File: src/rtl/lane_seq_pkg.sv
// Shared types and helpers for the lane seed sequencer.
// Lane word shape, FSM states, Galois LFSR step.
package lane_seq_pkg;

  typedef logic [0:0][0:1][3:0] lane_word_t;

  typedef enum logic [1:0] {
    IDLE,
    RUN,
    DONE
  } seq_state_t;

  localparam logic [15:0] DEFAULT_TAP = 16'hB400;

  // Right-shifting Galois step: shift out bit 0, fold it back through the tap mask.
  function automatic logic [15:0] lfsr_step(
    input logic [15:0] s,
    input logic [15:0] tap
  );
    return (s >> 1) ^ (s[0] ? tap : 16'h0000);
  endfunction

endpackage

File: src/rtl/galois_lfsr16.sv
// 16-bit Galois LFSR, one per lane.
// Ports: clk, rst (sync high), load/load_val, step, state.
module galois_lfsr16
  import lane_seq_pkg::*;
#(
  parameter logic [15:0] SEED = 16'hACE1,
  parameter logic [15:0] TAP  = DEFAULT_TAP
) (
  input  logic        clk,
  input  logic        rst,
  input  logic        load,
  input  logic [15:0] load_val,
  input  logic        step,
  output logic [15:0] state
);

  always_ff @(posedge clk) begin
    if (rst) begin
      state <= SEED;
    end else if (load) begin
      state <= load_val;
    end else if (step) begin
      state <= lfsr_step(state, TAP);
    end
  end

endmodule

File: src/rtl/lane_seed_sequencer.sv
// Two-lane seeded stimulus source: bursts of LFSR words over valid/ready.
// Ports: start/len/abort, reseed/seed_a/seed_b, out_*, busy, done, checksum.
module lane_seed_sequencer
  import lane_seq_pkg::*;
#(
  parameter logic [15:0] SEED_A = 16'hACE1,
  parameter logic [15:0] SEED_B = 16'h1D2B,
  parameter logic [15:0] TAP    = DEFAULT_TAP,
  parameter int          LEN_W  = 8
) (
  input  logic             clk,
  input  logic             rst,
  input  logic             start,
  input  logic [LEN_W-1:0] len,
  input  logic             abort,
  input  logic             reseed,
  input  logic [15:0]      seed_a,
  input  logic [15:0]      seed_b,
  output logic             out_valid,
  input  logic             out_ready,
  output lane_word_t       out_word [1:2],
  output logic             busy,
  output logic             done,
  output logic [15:0]      checksum
);

  seq_state_t       state_q;
  logic [LEN_W-1:0] rem_q;
  logic             valid_q;
  logic             done_q;
  logic [15:0]      cs_q;
  lane_word_t       word_q [1:2];

  logic [15:0] lfsr_a, lfsr_b;
  logic [15:0] step_a_d, step_b_d;
  logic [15:0] seed_a_d, seed_b_d;
  logic        fire, load, adv;
  logic        unused_hi;

  assign fire = valid_q && out_ready;
  assign load = (state_q == IDLE) && reseed;
  assign adv  = (state_q == RUN) && fire && !abort;

  // An all-zero state would lock the LFSR, so substitute the reset seed.
  assign seed_a_d = (seed_a == 16'h0000) ? SEED_A : seed_a;
  assign seed_b_d = (seed_b == 16'h0000) ? SEED_B : seed_b;

  // Next LFSR value, so the following word can be registered on the fire edge.
  assign step_a_d  = lfsr_step(lfsr_a, TAP);
  assign step_b_d  = lfsr_step(lfsr_b, TAP);
  assign unused_hi = ^{step_a_d[15:8], step_b_d[15:8]};

  galois_lfsr16 #(.SEED(SEED_A), .TAP(TAP)) u_lfsr_a (
    .clk      (clk),
    .rst      (rst),
    .load     (load),
    .load_val (seed_a_d),
    .step     (adv),
    .state    (lfsr_a)
  );

  galois_lfsr16 #(.SEED(SEED_B), .TAP(TAP)) u_lfsr_b (
    .clk      (clk),
    .rst      (rst),
    .load     (load),
    .load_val (seed_b_d),
    .step     (adv),
    .state    (lfsr_b)
  );

  always_ff @(posedge clk) begin
    if (rst) begin
      state_q   <= IDLE;
      rem_q     <= '0;
      valid_q   <= 1'b0;
      done_q    <= 1'b0;
      cs_q      <= '0;
      word_q[1] <= '0;
      word_q[2] <= '0;
    end else begin
      done_q <= 1'b0;
      unique case (state_q)
        IDLE: begin
          // reseed wins over start in the same cycle
          if (!reseed && start && len != '0) begin
            state_q   <= RUN;
            rem_q     <= len;
            cs_q      <= '0;
            valid_q   <= 1'b1;
            word_q[1] <= lfsr_a[7:0];
            word_q[2] <= lfsr_b[7:0];
          end
        end
        RUN: begin
          if (abort) begin
            state_q <= IDLE;
            valid_q <= 1'b0;
            rem_q   <= '0;
          end else if (fire) begin
            cs_q  <= cs_q ^ {word_q[1], word_q[2]};
            rem_q <= rem_q - LEN_W'(1);
            if (rem_q == LEN_W'(1)) begin
              state_q <= DONE;
              valid_q <= 1'b0;
              done_q  <= 1'b1;
            end else begin
              word_q[1] <= step_a_d[7:0];
              word_q[2] <= step_b_d[7:0];
            end
          end
        end
        DONE: begin
          state_q <= IDLE;
        end
        default: begin
          state_q <= IDLE;
        end
      endcase
    end
  end

  assign out_valid   = valid_q;
  assign out_word[1] = word_q[1];
  assign out_word[2] = word_q[2];
  assign busy        = (state_q != IDLE);
  assign done        = done_q;
  assign checksum    = cs_q;

endmodule
File: config.mk
export PLATFORM = sky130hd
export DESIGN_NAME = lane_seed_sequencer
export DESIGN_NICKNAME = d
export VERILOG_FILES = /design/src/rtl/lane_seq_pkg.sv /design/src/rtl/galois_lfsr16.sv /design/src/rtl/lane_seed_sequencer.sv
export SDC_FILE = /design/constraint.sdc
export NUM_CORES = 1
export LEC_CHECK = 0
export BUFFER_PORTS_ARGS = -buffer_cell sky130_fd_sc_hd__clkbuf_2
export CORE_MARGIN = 1
export CORE_UTILIZATION = 60
export CTS_BUF_LIST = sky130_fd_sc_hd__clkbuf_4 sky130_fd_sc_hd__clkbuf_8
export CTS_CLUSTER_DIAMETER = 200
export DETAILED_ROUTE_END_ITERATION = 8
export GPL_ROUTABILITY_DRIVEN = 0
export GPL_TIMING_DRIVEN = 0
export PLACE_DENSITY = 0.86
export SLEW_MARGIN = 25
export SYNTH_ARGS = -nofsm -noshare
export SYNTH_HDL_FRONTEND = slang
export SYNTH_HIERARCHICAL = 1
export SYNTH_SLANG_ARGS = --single-unit
File: constraint.sdc
create_clock -name clk -period 4.4 [get_ports clk]
set_input_delay 1.1 -clock clk [delete_from_list [all_inputs] [get_ports clk]]
set_output_delay 1.1 -clock clk [all_outputs]
set_load 0.02 [all_outputs]
# Yosys cells after proc, flatten, opt, wreduce, memory -nomap -nowiden
# Memory sizes are Yosys's and may differ from the RTL's.
# Cells that the tools add are included.
classes:
  n_reduce_logical: 20
  n_eq_ne: 7
  shift: 0
  n_div: 0
  magnitude_cmp: 0
  addsub: 1
  multipliers: 0
  n_mux: 43
  bitwise: 9
op_table:
  columns: ["op", "count"]
  rows:
  - ["16-bit two-way mux", 11]
  - ["8-bit two-way mux", 7]
  - ["16-bit logical NOT", 2]
  - ["16-bit one-hot mux with 2 select lines", 1]
  - ["15-bit by 16-bit XOR with 16-bit output", 2]
  - ["1-bit two-way mux", 17]
  - ["8-bit one-hot mux with 2 select lines", 1]
  - ["16-bit XOR", 1]
  - ["8-bit by 1-bit equality test with 1-bit output, second input constant", 1]
  - ["2-bit two-way mux", 4]
  - ["4-bit AND reduction", 2]
  - ["8-bit nonzero test", 1]
  - ["8-bit by 1-bit subtractor with 8-bit output, second input constant", 1]
  - ["1-bit logical AND", 6]
  - ["3-bit AND reduction", 2]
  - ["2-bit nonzero test", 3]
  - ["2-bit != test, second input constant", 2]
  - ["1-bit OR", 4]
  - ["2-bit one-hot mux with 2 select lines", 1]
  - ["4-bit OR reduction", 1]
  - ["3-bit by 2-bit != test with 1-bit output, second input constant", 1]
  - ["3-bit != test, second input constant", 1]
  - ["2-bit by 1-bit equality test with 1-bit output, second input constant", 1]
  - ["1-bit logical NOT", 2]
  - ["other kinds (4)", 5]
word_totals:
  memories: 1
  ff_bits: 60
  in_bits: 46
  rom_bits: 0
  latch_bits: 0
  ramBits: 16
  wordCells: 88
memory_table:
  columns: ["memory", "depth", "width", "rd", "rd_ports_with_merged_regs", "wr", "line", "rtl"]
  rows:
  - ["word_q", 2, 8, 2, 0, 2, "lane_seed_sequencer.sv:32", "lane_word_t word_q [1:2];"]

# Depth between registers and ports, before layout
# Gate-level depths: netlist (run 1).
depth:
  word_depth: 9
  mapped_depth: 8

# By module
# Netlist (run 1), hierarchy kept.
modules_own_cells:
  columns: ["module", "area_each_um2", "n_inst", "cells_per_inst"]
  rows:
  - ["lane_seed_sequencer", 2324.7, 1, 248]
  - ["galois_lfsr16 at u_lfsr_a", 795.8, 1, 77]
  - ["galois_lfsr16 at u_lfsr_b", 788.3, 1, 77]

# Worst setup path after synthesis (run 1)
# No wires, ideal clock.
synth_path:
  kind: "input to register"
  startpoint: "input port reseed"
  endpoint: "memory word_q[1][0] in the netlist's numbering (enable)"
  path_slack_ps: 1758
  setup_time_ps: 373
  path_stages: 5
  required_time_ps: 4027
  arrival_time_ps: 2269
  path_cell_list: "nand2b_1 -> a211oi_1 -> or2_1 -> buf_2 -> or2_1"
synth_rtl:
  columns: ["element", "line", "rtl"]
  rows:
  - ["start, declared", "lane_seed_sequencer.sv:16", "input logic reseed,"]
  - ["end, declared", "lane_seed_sequencer.sv:32", null]

==> results of run 1 <==
==> tightest hold or removal path, delay by kind of cell (launching register included) <==
family | cells | cell delay, ns
AND/OR/NAND/NOR | 1 | 0.08
flip-flops | 1 | 0.32
AO/OA/AOI/OAI | 1 | 0.07
==> routing by layer <==
| layer | track usage (%) | part of all wire (%) | up-vias |
|---|---|---|---|
| met4 | 8.79 | 1.3 | 0 |
| met2 | 38.4 | 47 | 103 |
| li1 | - | - | 1640 |
| met5 | 0 | 0 | - |
| met3 | 6.59 | 5.3 | 11 |
| met1 | 36.0 | 47 | 1545 |
==> path summary, 6_finish.rpt <==
kind,from,to,slack (ns),depth (start not counted)
setup / recovery,len[2],word_q[2][1],1.67,6
hold / removal,rem_q[6],rem_q[6],0.51,2
setup reg to reg,state_q[1],word_q[2][1],2.16,5
hold reg to reg,rem_q[6],rem_q[6],0.51,2
==> cell type report <==
type / instances / area, um^2
Buffer: 46 / 256
Tap cell: 77 / 96.3
Clock inverter: 7 / 121
Clock buffer: 9 / 124
Inverter: 11 / 41.3
Multi-Input combinational cell: 269 / 1930
Sequential cell: 76 / 1680
Fill cell: 473 / 1660
Timing Repair Buffer: 80 / 400
==> cell usage after synthesis, drive strengths merged (9+ instances only) <==
library cell | count | area share [%]
nor3 | 9 | 1.4
a21oi | 17 | 2.2
buf | 20 | 4.0
clkbuf | 26 | 2.6
inv | 11 | 1.1
edfxtp | 16 | 12
nor3b | 19 | 3.9
nor2 | 26 | 2.5
a22o | 16 | 3.6
nand3 | 16 | 2.0
nor2b | 14 | 2.2
nor4 | 14 | 2.2
xor2 | 18 | 4.0
mux2i | 26 | 6.7
dfxtp | 60 | 31
nand2b | 22 | 3.5
a211oi | 22 | 4.2
==> power by group <==
group	leakage (nW)	switching [mW]	internal (mW)
sequential	0.662	0.0293	0.752
combinational	1.07	0.127	0.0969
clock	0.124	0.268	0.381
total	1.86	0.424	1.23
==> logic make-up after synthesis <==
group | Yosys count | share of synthesized area [%]
fa+ha+maj | 2 | 0.640
mux | 26 | 6.66
compound gates | 76 | 15.5
flops | 76 | 43.0
simple gates | 143 | 21.7
buf+inv | 57 | 7.62
xor+xnor | 22 | 4.93
==> cells in the final DEF (no fill, tap or decap), types with 16 or more instances in the layout <==
cell type,synthesis,layout
dfxtp_1,60,60
a21oi_1,17,17
nor2_1,26,26
nand2b_1,22,22
a22o_1,16,16
clkbuf_2,2,82
clkbuf_1,24,24
edfxtp_1,16,16
a211oi_1,22,22
xor2_1,18,18
nand3_1,16,16
mux2i_1,26,26
nor3b_1,17,17
==> flip-flops by register name, summed over array words and instances, names as in the netlist <==
signal,count
checksum,16
u_lfsr_a/state,16
u_lfsr_b/state,16
word_q,16
rem_q,8
state_q,2
done,1
out_valid,1
==> through the flow <==
stage / hold slack [ns] / utilization [%] / cells
floorplan: 0.472 / - / 402
global placement: 0.489 / 69.8 / 559
detailed placement: 0.488 / 69.8 / 559
CTS: 0.511 / 73.7 / 575
global route: 0.537 / 73.7 / 575
finish: 0.510 / 73.7 / 575
==> results.yml, run 1 <==
outcome:
  status: "completed"
critical_path:
  cp.required_ns: 4.42
  end_kind: "flop"
  slowest_stage: "nor4_1"
  cp.arrival_ns: 2.75
  path_buf_inv: 2
  cpPeakStageDelay_ns: 0.46
  crit_chain: "clkbuf_2, nor4_1, a211oi_1, or2_1, buf_2, or2_1"
  worstSetupPathType: "input pin to flop"
  critPathTopFamily: "simple AND/OR/NAND/NOR gates"
  cp_max_fo: 16
  cpMostUsedCell: "or2_1"
  critPathLaunchType: "input pin"
global_route:
  grt-ovfl-total: 0
  grt_pass1_wl_um: 13300
  grt_max_degree: 17
  grtUsageTotal_pct: 25.8
  grt_pass1_vias: 2903
  antenna_found_initial: 0
sta:
  setup_viol: 0
  finClkSkew_ns: 0.0157
  hold_viol: 0
  setup_tns_ns: 0
  report.final.slew_viol_count: 0
  slew_headroom_pct: 58.3
  period_share_pct: 62.1
  timing.fmax_mhz: 366
  worstMarginPinSlew_ns: 0.623
  fin_ws_ns: 1.67
  rsz0062_at_grt: "false"
  period_needed_ns: 2.73
clock_network:
  post_cts_buffers: 0
  ctsHtreeMaxLevel: 3
  cts_made_buffers: 9
  clk_pin_slew_worst_paths_ns: 0.09
  worst_skew_pair.late_latency_ns: 0.36
  clockRootBuffer: "clkbuf_8"
  cts.sinks: 76
  hold_buffers: 0
  ctsResizeCount: 0
  clockBufferDepth: 2
  cts_tree: "yes"
final_layout:
  n_antenna_cell: 0
  design_area_um2: 4650
  area_growth_pct: 19.0
  final_nets: 541
  drive_gt1_share_pct: 25.7
placed_design:
  dpl_cell_area_um2: 4410
  pre_cts_ws_ns: 1.34
  numPortBuffers: 80
  hpwlAfterDp_um: 6110
detailed_routing:
  ant_nets: 0
  drt_iter0_markers: 189
  wl_um: 8340
  dr_total_vias: 3299
  post_drt_wl_per_cell_um: 14.5
  vias_per_cell: 5.74
  remaining_drc_errors: 0
  firstDrtPassIters: 4
pwr:
  p_leak_nw: 1.86
  totalPowerFinal_mw: 1.65
  ir_drop_mv: 0.265
  p_per_area_nw_per_um2: 355
synth:
  yosys_most_used_dff: "dfxtp_1"
  yosys_warnings: 6
  synth_edf_count: 16
  yosys.cell_types.count: 49
  syn_nets: 450
  synth.avg_cell_area_um2: 9.72
  ys_seq_area_share_pct: 43.0
  postSynthCellCount: 402
  synth-async-reset-ratio_pct: 0
  netlist_area_um2: 3910
  ys_seq_elements: 76
floorplanning:
  dieWidth_um: 82.7
  core_area_um2: 6310
  start_util_pct: 61.9
  die_y_um: 82.7
  io_pins: 81
  dieArea_um2: 6840
  fp-row-count: 29
min_path:
  hold_path_class: "flop to flop"
flow_run:
  cap_viol_max_count: 0
Power figures use the tool's default switching activity.
==> inputs of run 2 (changes only) <==
CORE_UTILIZATION = 51   (was 60)
PLACE_DENSITY = 0.78   (was 0.86)
clock period = 2.4 ns   (was 4.4 ns; I/O delays follow)
==> run 2 against run 1 <==
  * Sequential cell count did not move
  * Critical path depth did not move
  * Via count fell by 1.0%
  * Count of clock-buffer cells in the layout did not move
  * Combinational power rose by 84%
  * Utilization fell by 9.9 points
  * Critical path type unchanged
  * Setup slack got worse by 1.4 ns
  * Register-to-register slack got worse by 1.8 ns
  * Cell area rose by 0.46%
==> results.yml, run 2 (synthesis results as in run 1) <==
detailed_routing:
  ant_nets: 0
  drt_iter0_markers: 153
  wl_um: 8600
  dr_total_vias: 3265
  remaining_drc_errors: 0
  post_drt_wl_per_cell_um: 14.4
  vias_per_cell: 5.47
  firstDrtPassIters: 4
sta:
  fin_ws_ns: 0.246
  period_needed_ns: 2.15
  period_share_pct: 89.7
  holdWs_ns: 0.508
  timing.fmax_mhz: 464
  rsz0062_at_grt: "false"
  slew_headroom_pct: 58.6
  hold_viol: 0
  report.final.slew_viol_count: 0
  worstMarginPinSlew_ns: 0.618
  setup_viol: 0
  finClkSkew_ns: 0.0133
outcome:
  status: "completed"
final_layout:
  n_antenna_cell: 0
  fill_cells: 599
  final_core_util_pct: 63.7
  design_area_um2: 4670
  area_growth_pct: 19.5
  final_cell_mix: "82 x clkbuf_2, 60 x dfxtp_1, 26 x nor2_1, 26 x mux2i_1, 24 x clkbuf_1"
  layout.cells.most_common: "clkbuf_2"
  drive_gt1_share_pct: 25.5
  final_nets: 541
clock_network:
  ctsResizeCount: 0
  clockRootBuffer: "clkbuf_8"
  hold_buffers: 0
  cts.sinks: 76
  clk_pin_slew_worst_paths_ns: 0.09
  cts_tree: "yes"
  cts_made_buffers: 9
  clockBufferDepth: 2
  worst_skew_pair.late_latency_ns: 0.35
  post_cts_buffers: 0
  ctsHtreeMaxLevel: 3
pwr:
  totalPowerFinal_mw: 3.00
  ir_drop_mv: 0.309
  p_per_area_nw_per_um2: 642
  p_leak_nw: 1.85
floorplanning:
  fp-row-count: 31
  die_y_um: 89.5
  core_area_um2: 7330
  io_pins: 81
  dieArea_um2: 8020
  dieWidth_um: 89.5
  start_util_pct: 53.3
critical_path:
  critPathLaunchType: "input pin"
  cp.arrival_ns: 2.21
  cp_max_fo: 16
  cp.required_ns: 2.45
  slowest_stage: "or2_2"
  worstSetupPathType: "input pin to flop"
  end_kind: "flop"
  crit_chain: "clkbuf_2, nor4_1, a211oi_1, or2_1, buf_2, or2_2"
  ff2ff_setup_slack_ns: 0.37
  worst_r2r_path_depth: 4
  cpPeakStageDelay_ns: 0.45
global_route:
  use_met2_pct: 36.7
  grt.busiest_layer: "met2"
  grtUsageTotal_pct: 22.7
  grt_pass1_vias: 3036
  grt_util_met3_pct: 4.89
  grt_max_degree: 17
  grt_pass1_wl_um: 13900
  antenna_found_initial: 0
  grt_use_met1_pct: 30.2
  grt-ovfl-total: 0
placed_design:
  pre_cts_ws_ns: -0.171
  numPortBuffers: 80
  hpwlAfterDp_um: 6460
  dpl_cell_area_um2: 4430
min_path:
  hold_path_class: "flop to flop"
  worstHoldPathCells: 2
flow_run:
  cap_viol_max_count: 0
[run 2: path summary, 6_finish.rpt]
kind                            startpoint      endpoint
worst max-delay path                len[2]  word_q[1][1]
worst min-delay path              rem_q[6]      rem_q[6]
worst max register to register  state_q[0]  word_q[1][1]
worst min register to register    rem_q[6]      rem_q[6]
[run 2: power breakdown]
| group | leakage (nW) | switching (mW) | total, mW | internal [mW] |
|---|---|---|---|---|
| combinational | 1.07 | 0.235 | 0.413 | 0.178 |
| sequential | 0.662 | 0.0549 | 1.43 | 1.38 |
| clock | 0.118 | 0.466 | 1.15 | 0.687 |
[run 2: layout make-up]
type,count,area [um^2],area share (%)
flip-flops and latches,76,1680,36.0
repair buffers,80,400,8.57
plain buffers,46,256,5.49
inverters,11,41.3,0.884
well taps,99,124,2.65
clock buffers,9,124,2.65
clock inverters,7,115,2.46
multi-input cells,269,1930,41.3
[run 2: per-stage QoR]
stage               std cells  TNS [ns]
floorplan                 402         0
global placement          581     -2.63
finish                    597         0
global route              597         0
detailed placement        581     -2.72
CTS                       597         0
[run 2: metal layers]
metal | wire [um] | share of wire, %
met1 | 4030 | 47
met2 | 4120 | 48
met5 | 0 | 0
met4 | 55 | 0.64
met3 | 396 | 4.6
[run 2: worst max-delay path, delay by kind of cell]
family	cells	cell delay [ns]
buffers and inverters	2	0.27
AO/OA/AOI/OAI	1	0.20
AND/OR/NAND/NOR	3	1.14
==> inputs of run 3 (changes only) <==
CELL_PAD_IN_SITES_DETAIL_PLACEMENT = 1   (was default)
CELL_PAD_IN_SITES_GLOBAL_PLACEMENT = 2   (was default)
CORE_UTILIZATION = 30   (was 51)
CTS_BUF_LIST = default   (was sky130_fd_sc_hd__clkbuf_4 sky130_fd_sc_hd__clkbuf_8)
PLACE_DENSITY = default   (was 0.78)
PLACE_DENSITY_LB_ADDON = 0.1   (was default)
==> run 3 against run 2 <==
  * Sequential share of layout area fell by 0.97 points
  * Setup slack got worse by 0.094 ns
  * Power rose by 3.3%
  * Die area rose by 68%
  * Critical path depth did not move
==> results.yml, run 3 (synthesis results as in run 1) <==
min_path:
  worstHoldPathCells: 2
  hold_path_class: "flop to flop"
  hold_start: "checksum[10]"
  hold_end: "checksum[10]"
placed_design:
  pre_cts_ws_ns: -0.234
  numPortBuffers: 80
  hpwlAfterDp_um: 7870
  dpl_cell_area_um2: 4520
clock_network:
  clockRootBuffer: "clkbuf_16"
  clockBufferDepth: 2
  post_cts_buffers: 0
  ctsResizeCount: 0
  ctsHtreeMaxLevel: 3
  worst_skew_pair.late_latency_ns: 0.33
  cts_made_buffers: 9
  hold_buffers: 0
  clk_pin_slew_worst_paths_ns: 0.06
  cts_tree: "yes"
  cts.sinks: 76
detailed_routing:
  wl_um: 10200
  remaining_drc_errors: 0
  dr_total_vias: 3190
  vias_per_cell: 4.76
  firstDrtPassIters: 4
  ant_nets: 0
  post_drt_wl_per_cell_um: 15.3
  drt_iter0_markers: 95
sta:
  period_needed_ns: 2.25
  setup_viol: 0
  finClkSkew_ns: 0.00489
  timing.fmax_mhz: 445
  fin_ws_ns: 0.152
  slew_headroom_pct: 54.9
  worstMarginPinSlew_ns: 0.674
  report.final.slew_viol_count: 0
  period_share_pct: 93.7
  hold_viol: 0
  rsz0062_at_grt: "false"
final_layout:
  drive_gt1_share_pct: 25.9
  fill_cells: 1534
  multiInputGateArea_um2: 1930
  final_core_util_pct: 37.9
  final_nets: 541
  layout.cells.most_common: "clkbuf_2"
  n_antenna_cell: 0
  final_cell_mix: "82 x clkbuf_2, 60 x dfxtp_1, 26 x nor2_1, 26 x mux2i_1, 24 x clkbuf_1"
  regArea_um2: 1680
  design_area_um2: 4800
  area_growth_pct: 22.8
critical_path:
  crit_chain: "clkbuf_2, nor4_1, a211oi_1, or2_1, buf_2, or2_2"
  worst_r2r_path_depth: 5
  cpPeakStageDelay_ns: 0.47
  critPathTopFamily: "simple AND/OR/NAND/NOR gates"
  ff2ff_setup_slack_ns: 0.30
  path_buf_inv: 2
  cp.arrival_ns: 2.29
  critPathLaunchType: "input pin"
  slowest_stage: "nor4_1"
  worstSetupPathType: "input pin to flop"
  r2r_start: "state_q[1]"
  r2r-end: "word_q[1][4]"
  cp_max_fo: 16
  cp.required_ns: 2.44
  end_kind: "flop"
global_route:
  grt_max_degree: 17
  grt-ovfl-total: 0
  grtUsageTotal_pct: 16.3
  grt_pass1_wl_um: 17000
  antenna_found_initial: 0
  grt_pass1_vias: 3304
floorplanning:
  io_pins: 81
  dieArea_um2: 13500
  fp-row-count: 41
  dieWidth_um: 116
  core_area_um2: 12700
  start_util_pct: 30.8
  die_y_um: 116
pwr:
  ir_drop_mv: 0.336
  p_leak_nw: 1.87
  p_per_area_nw_per_um2: 645
outcome:
  status: "completed"
flow_run:
  cap_viol_max_count: 0
[run 3: final cells by class]
| cell class | count | area share (%) |
|---|---|---|
| Sequential cell | 76 | 35.0 |
| Tap cell | 172 | 4.48 |
| Clock buffer | 9 | 4.69 |
| Multi-Input combinational cell | 269 | 40.2 |
| Inverter | 11 | 0.860 |
| Timing Repair Buffer | 80 | 8.34 |
| Buffer | 46 | 5.34 |
| Clock inverter | 7 | 1.07 |
[run 3: power breakdown]
part	switching [mW]	leakage (nW)	internal [mW]
clock network	0.540	0.132	0.702
logic	0.242	1.07	0.178
registers	0.0561	0.662	1.38
total	0.838	1.87	2.26
[run 3: metrics by stage]
step	setup TNS (ns)	hold slack, ns	std cells	power [mW]
final	0	0.510	670	3.10
after global routing	0	0.534	670	3.26
after detailed placement	-3.73	0.501	654	1.89
after CTS	0	0.520	670	3.15
after floorplan	0	0.472	402	1.73
after global placement	-3.92	0.489	654	1.88
[run 3: worst max path at each step]
stage,from,to,slack [ns],cells after the start
6_report,len[1],word_q[1][4],0.15,6
5_1_grt,len[2],word_q[1][4],0.08,6
4_1_cts,state_q[1],word_q[2][4],0.03,5
3_5_place_dp,len[1],word_q[1][3],-0.23,6
3_3_place_gp,len[2],word_q[1][2],-0.25,6
2_1_floorplan,reseed,word_q[1][0],0.26,5
[run 3: tightest hold or removal path, stage by stage (launching register included)]
cell and delay (ns):
dfxtp_1 0.34, xor2_1 0.07, nor2_1 0.07
[run 3: layer usage]
| metal | global-route usage [%] | up-vias | wire length [um] |
|---|---|---|---|
| li1 | - | 1643 | - |
| met1 | 22.6 | 1485 | 5190 |
| met2 | 25.7 | 57 | 4570 |
| met3 | 4.26 | 5 | 406 |
| met4 | 3.33 | 0 | 46 |
| met5 | 0 | - | 0 |
